`config.mk`:
```
export PLATFORM = sky130hd
export DESIGN_NAME = din_debounce_flat
export DESIGN_NICKNAME = d
export VERILOG_FILES = /design/src/rtl/din_debounce_if.sv /design/src/rtl/din_debounce.sv /design/src/flat_wrapper.sv
export SDC_FILE = /design/constraint.sdc
export NUM_CORES = 1
export LEC_CHECK = 0
export ABC_CLOCK_PERIOD_IN_PS = 1730
export CAP_MARGIN = 20
export CORE_AREA = 2 2 39 41
export CTS_CLUSTER_SIZE = 16
export DETAILED_ROUTE_END_ITERATION = 7
export DIE_AREA = 0 0 41 43
export GPL_ROUTABILITY_DRIVEN = 0
export HOLD_SLACK_MARGIN = 0.02
export PLACE_DENSITY = 0.57
export REMOVE_ABC_BUFFERS = 1
export SLEW_MARGIN = 20
export SYNTH_ARGS = -nofsm -noshare
export SYNTH_HDL_FRONTEND = slang
export SYNTH_SLANG_ARGS = --single-unit
```
`constraint.sdc`:
```
create_clock -name ck -period 1.73 [get_ports ck]
set_clock_uncertainty 0.2 [all_clocks]
set_input_delay 0.519 -clock ck [delete_from_list [all_inputs] [get_ports ck]]
set_output_delay 0.519 -clock ck [all_outputs]
set_load 0.01 [all_outputs]
```
`src/rtl/din_debounce_if.sv`:
```
// Signal bundle between a raw input source and the debounce stage.
// The source drives din; the debouncer returns the conditioned level and strobes.
interface din_debounce_if;
  logic din;
  logic q;
  logic rise;
  logic fall;
  logic busy;

  modport master (
    output din,
    input  q,
    input  rise,
    input  fall,
    input  busy
  );

  modport slave (
    input  din,
    output q,
    output rise,
    output fall,
    output busy
  );
endinterface

```
`src/rtl/din_debounce.sv`:
```
// Two-flop synchroniser plus stability qualifier for a raw asynchronous input.
// All state moves on posedge ck, so q is settled well before a downstream falling-edge sample.
module din_debounce #(
  parameter int unsigned STABLE_CNT = 4,
  parameter int unsigned CNT_W      = 4
) (
  input logic          ck,
  input logic          rst_n,
  din_debounce_if.slave bus
);

  typedef enum logic {
    STABLE = 1'b0,
    CHECK  = 1'b1
  } state_t;

  localparam logic [CNT_W-1:0] LAST = CNT_W'(STABLE_CNT - 1);

  state_t           state;
  logic [CNT_W-1:0] cnt;
  logic             s1;
  logic             s2;
  logic             q_r;
  logic             rise_r;
  logic             fall_r;

  always_ff @(posedge ck) begin
    if (!rst_n) begin
      s1     <= 1'b0;
      s2     <= 1'b0;
      cnt    <= '0;
      q_r    <= 1'b0;
      rise_r <= 1'b0;
      fall_r <= 1'b0;
      state  <= STABLE;
    end else begin
      s1     <= bus.din;
      s2     <= s1;
      rise_r <= 1'b0;
      fall_r <= 1'b0;
      case (state)
        STABLE: begin
          if (s2 != q_r) begin
            state <= CHECK;
            cnt   <= CNT_W'(1);
          end else begin
            cnt   <= '0;
          end
        end
        CHECK: begin
          if (s2 == q_r) begin
            // candidate reverted before qualifying: drop it silently
            state <= STABLE;
            cnt   <= '0;
          end else if (cnt == LAST) begin
            q_r    <= s2;
            rise_r <= s2;
            fall_r <= ~s2;
            state  <= STABLE;
            cnt    <= '0;
          end else begin
            cnt <= cnt + CNT_W'(1);
          end
        end
        default: begin
          state <= STABLE;
          cnt   <= '0;
        end
      endcase
    end
  end

  assign bus.q    = q_r;
  assign bus.rise = rise_r;
  assign bus.fall = fall_r;
  assign bus.busy = (state == CHECK);

  strobe_exclusive: assert property (@(posedge ck) !(rise_r && fall_r));

endmodule

```
`src/flat_wrapper.sv`:
```
// flat-port wrapper written by rule: the top's interface ports become plain ports
module din_debounce_flat 
#(
  parameter int unsigned STABLE_CNT = 4,
  parameter int unsigned CNT_W      = 4
)
  (ck, rst_n, bus_din, bus_q, bus_rise, bus_fall, bus_busy);
  din_debounce_if bus_i ();
  input logic ck;
  input logic rst_n;
  input wire logic [$bits(bus_i.din)-1:0] bus_din;
  output wire logic [$bits(bus_i.q)-1:0] bus_q;
  output wire logic [$bits(bus_i.rise)-1:0] bus_rise;
  output wire logic [$bits(bus_i.fall)-1:0] bus_fall;
  output wire logic [$bits(bus_i.busy)-1:0] bus_busy;
  assign bus_i.din = bus_din;
  assign bus_q = bus_i.q;
  assign bus_rise = bus_i.rise;
  assign bus_fall = bus_i.fall;
  assign bus_busy = bus_i.busy;
  din_debounce #(.STABLE_CNT(STABLE_CNT), .CNT_W(CNT_W)) u_core (.ck(ck), .rst_n(rst_n), .bus(bus_i));
endmodule
```
### After elaboration in Yosys (flattened, before gate mapping)

Index checks and enable logic that the tools add are counted.
Widths: inputs -> output; s select.

* bits in registers: 10
* input port bits: 3
* output and inout bits: 4
* word-level logic and storage cells: 26

* $add $sub $neg: 1
* eq/ne operators: 3
* muxes and demuxes: 8
* bitwise operators: 5
* reductions and logical operators: 2

Operators with widths (count)
* $mux 4: 2
* $pmux 4 s2: 1
* $not 1->1: 5
* $add 4x1->4 const B: 1
* $eq 4x2->1 const B: 1
* $mux 1: 4
* $reduce_or 4->1: 1
* $reduce_and 3->1: 1
* $pmux 1 s2: 1
* $eq 1x1->1: 1
* $ne 1x1->1: 1

### Longest topological paths before layout

* depth after elaboration: 4
* mapped depth: 4
* mapped depth without buffers: 4

### Worst setup path before layout

No wires, ideal clock.

* kind: register to register
* start point: register u_core.cnt[0]
* end point: register u_core.rise_r, in the netlist u_core.bus.rise
* setup time: 0.073 ns
* arrival time: 1.059 ns
* required time: 1.457 ns
* slack: 0.398 ns
* stages on the path, launching flop included: 5
* buffers on the path: 0
* period minus slack after synthesis: 1.332 ns
* path through: dfxtp_1 ha_1 and4bb_2 nand2_2 nor3b_2

* longest elaborated chain between the ends: 3

Ends and longest elaborated chain
* from (decl): RTL line din_debounce.sv:20 `logic [CNT_W-1:0] cnt;`
* from (signal assigned): RTL line din_debounce.sv:62 `cnt <= cnt + CNT_W'(1);`
* $eq 4x2->1: RTL line din_debounce.sv:55 `end else if (cnt == LAST) begin`
* $not 1->1 (no line)
* $reduce_or 4->1 (no line)
* to (signal assigned): RTL line din_debounce.sv:33 `rise_r <= 1'b0;`
* to (signal assigned): RTL line din_debounce.sv:39 `rise_r <= 1'b0;`
* to (signal assigned): RTL line din_debounce.sv:57 `rise_r <= s2;`
* to (decl): RTL line din_debounce.sv:24 `logic rise_r;`

No other way between the ends.
A chain may end at the register's enable or synchronous reset.

### Worst setup path after layout

* start point: register u_core.q_r, in the netlist u_core.bus.q
* end point: output bus_q

RTL lines
* from (decl): RTL line din_debounce.sv:23 `logic q_r;`
* from (signal assigned): RTL line din_debounce.sv:32 `q_r <= 1'b0;`
* from (signal assigned): RTL line din_debounce.sv:56 `q_r <= s2;`
* to (decl): RTL line flat_wrapper.sv:12 `output wire logic [$bits(bus_i.q)-1:0] bus_q;`

No word-level cell between the ends.

==> metrics.md <==
| Metric | Value |
|---|---|
| Register bit total from synthesis | 10 |
| Slowest cell on crit path | dfxtp_1 |
| DR vias/cell | 4.339 |
| Final period util | 0.9128 |
| Clk sinks | 10 |
| First-pass GRT wire length | 1035 um |
| Buf/Inv on CP | 1 |
| Clk root buf | clkbuf_4 |
| Leakage power | 0.1999 nW |
| Synth async-reset ratio | 0 |
| RSZ-0062 raised after global routing | false |
| Largest family of logic cells by synthesized area | simple AND/OR/NAND/NOR gates |
| Worst setup EP type | primary output |
| Slew headroom | 0.8435 |
| Routed Antenna Nets | 0 |
| Final total power | 458.5 uW |
| Synth area leader | dfxtp_1 |
| Crit path max-delay family | flip-flops |
| Comb power frac | 0.030 |
| Clk_lat worst skew | 270 ps |
| Setup violators final | 0 |
| WHS | 237.3 ps |
| Syn Area/Cell | 11.11 um^2 |
| Sw Ratio | 0.1944 |
| P_int | 369.4 uW |
| Share of layout cells above drive strength 1 | 0.2826 |
| Worst slew pin tran | 234.0 ps |
| Top cells by count, synth | 10 x dfxtp_1, 3 x nor2_1 |
| # DRC | 0 |
| Mapped Cells | 34 |
| Final Max Slew Viols | 0 |
| CP max stage delay | 320 ps |
| Core Footprint | 0.001384 mm^2 |
| Fin worst setup slack | 150.8 ps |
| Critical-path cell list | dlygate4sd2_1 |
| DRT Pass-1 Iters | 2 |
| Area grow syn2layout | 33.44% |
| Finished Cell Area | 504.2 um^2 |
| WP data arrival | 860 ps |
| Worst VDD drop | 330.2 uV |
| Final min period | 1579 ps |
| Seq/Total Area, Yosys | 0.5298 |
| Hold crit path type | flip-flop to flip-flop |
| Reg clk slew, reported paths | 70 ps |
| Boundary Pins | 7 |
| Dpl ws | -30.95 ps |
| CTS tree | yes |
| Sw Pwr | 89.12 uW |
| Routed wire per std cell | 8.984 um |
| Mapped cell area | 377.9 um^2 |
| Synth Area in Simple Gates | 0.2881 |
| Rows | 14 |
| Post-cts resize count | 4 |
| Gr usage total | 0.09384 |
| Crit path launch type | flip-flop |
| Num CTS Buffers | 3 |
| Global route overflow | 0 |
| Max-cap violation count | 0 |
| Core Util, Final | 0.3644 |
| CTS Buffer Depth | 2 |
| Yosys synthesis warning count | 0 |
| Setup Buffers After CTS | 0 |
| Post-CTS Hold Fix Bufs | 0 |
| Final hold vios | 0 |
| Synth Flop Type | dfxtp_1 |
| Vias in the first global route | 246 |
| Largest cells by area after synthesis | dfxtp_1 53%, a211oi_2 6.6%, nor3b_2 6.6% |
| Complex-gate fraction of the synthesized area | 0.09272 |
| Area after DPL | 473.0 um^2 |
| Fmax | 633.3 MHz |
| Power per Cell Area | 909.4 mW/mm^2 |
| Sequential share of power | 0.514 |
| H-tree depth | 1 |
| DR vias | 269 |
| Status | complete, no violations |
| Most common cell in the netlist | dfxtp_1 |
| Number of flops mapped to enable cells by yosys | 0 |
| Worst-path fanout max | 2 |
| Largest net degree at the start of global routing | 8 |
| Synth Area in Adders | 0.03311 |
| Final net count | 51 |
| Initial antenna violation count | 0 |
| Clock network power share | 0.456 |
| Die H | 43 um |
| Post-synthesis mux area share | 0 |
| Critical Path RT | 1010 ps |
| Number of distinct library cells after synthesis | 17 |
| Routed WL | 557 um |
| Die footprint | 0.001763 mm^2 |
| Starting Density | 0.2731 |
| Die width | 41 um |
| Post-synth top area share | 0.5298 |
| Initial DRC count | 5 |
| WS Path Type | flip-flop to primary output |
| XOR/XNOR Fraction of Synth Area | 0.04636 |
| Antenna cells | 0 |
| IO buf count | 6 |
==> metrics by stage <==
| step | TNS, ps | std cells |
|---|---|---|
| 2_1_floorplan | 0 | 34 |
| 3_3_place_gp | 0 | 58 |
| 3_5_place_dp | -30.95 | 58 |
| 4_1_cts | 0 | 62 |
| 5_1_grt | 0 | 62 |
| 6_report | 0 | 62 |
==> worst paths after layout <==
kind	startpoint	end	slack [ps]	cells past startpoint
max	u_core.bus.q	bus_q	150	1
min reg2reg	u_core.s1	u_core.s2	240	1
max reg2reg	u_core.cnt[0]	u_core.bus.fall	310	4
min	u_core.s1	u_core.s2	240	1
==> power by group through the flow <==
stage                     Sequential [mW]  Combinational (mW)  Clock (mW)
after floorplan                     0.241             0.00454           0
after detailed placement            0.241              0.0143           0
final                               0.236              0.0137       0.209
after global placement              0.241              0.0144           0
after CTS                           0.235              0.0139       0.219
after global routing                0.236              0.0157       0.234
==> per-layer routing <==
| layer | global-route usage | up-vias | part of all wire | wire length (um) |
|---|---|---|---|---|
| met5 | 0 | - | 0 | 0 |
| met4 | 0.1133 | 0 | 0.034 | 19 |
| met3 | 0.04712 | 2 | 0.063 | 35 |
| met2 | 0.1000 | 9 | 0.43 | 241 |
| met1 | 0.1144 | 114 | 0.47 | 261 |
| li1 | - | 144 | - | - |
==> sequential cells by signal (all words and copies together), names as in the netlist <==
signal	cells
u_core.bus.q	1
u_core.bus.fall	1
u_core.s2	1
u_core.bus.busy	1
u_core.cnt	4
u_core.bus.rise	1
u_core.s1	1
==> kinds of logic (layout without fill, tap and decap cells) <==
kind of cell / count (synthesis) / after routing
buffers and inverters: 1 / 13
adders and majority gates: 1 / 1
AOI/OAI and AO/OA: 4 / 4
and+or+nand+nor: 16 / 16
xor gates and xnor gates: 2 / 2
DFF: 10 / 10
==> layout make-up <==
class                   count  area [um^2]
fillers                   142        879.6
repair buffers              8        70.07
multi-input cells          23        173.9
clock buffers               4        36.28
well taps                  16        20.02
flip-flops and latches     10        200.2
inverters                   1        3.754
==> layout by cell type, fill, tap and decap left out <==
cell type	netlist	routed
inv_1	1	1
and2_1	2	2
nand3_1	2	2
nand3_2	1	1
ha_1	1	1
o21ai_0	1	1
clkbuf_8	0	1
a211oi_2	2	2
nand2b_1	1	1
nand3b_1	1	1
clkbuf_4	0	3
nor2_1	3	3
a21oi_1	1	1
nor3b_2	2	2
buf_4	0	2
nand2_2	1	1
clkdlybuf4s50_1	0	2
nand2_1	2	2
and4bb_2	1	1
dlygate4sd2_1	0	4
dfxtp_1	10	10
xor2_1	2	2
Note: power is estimated with default switching activity, not from simulation.
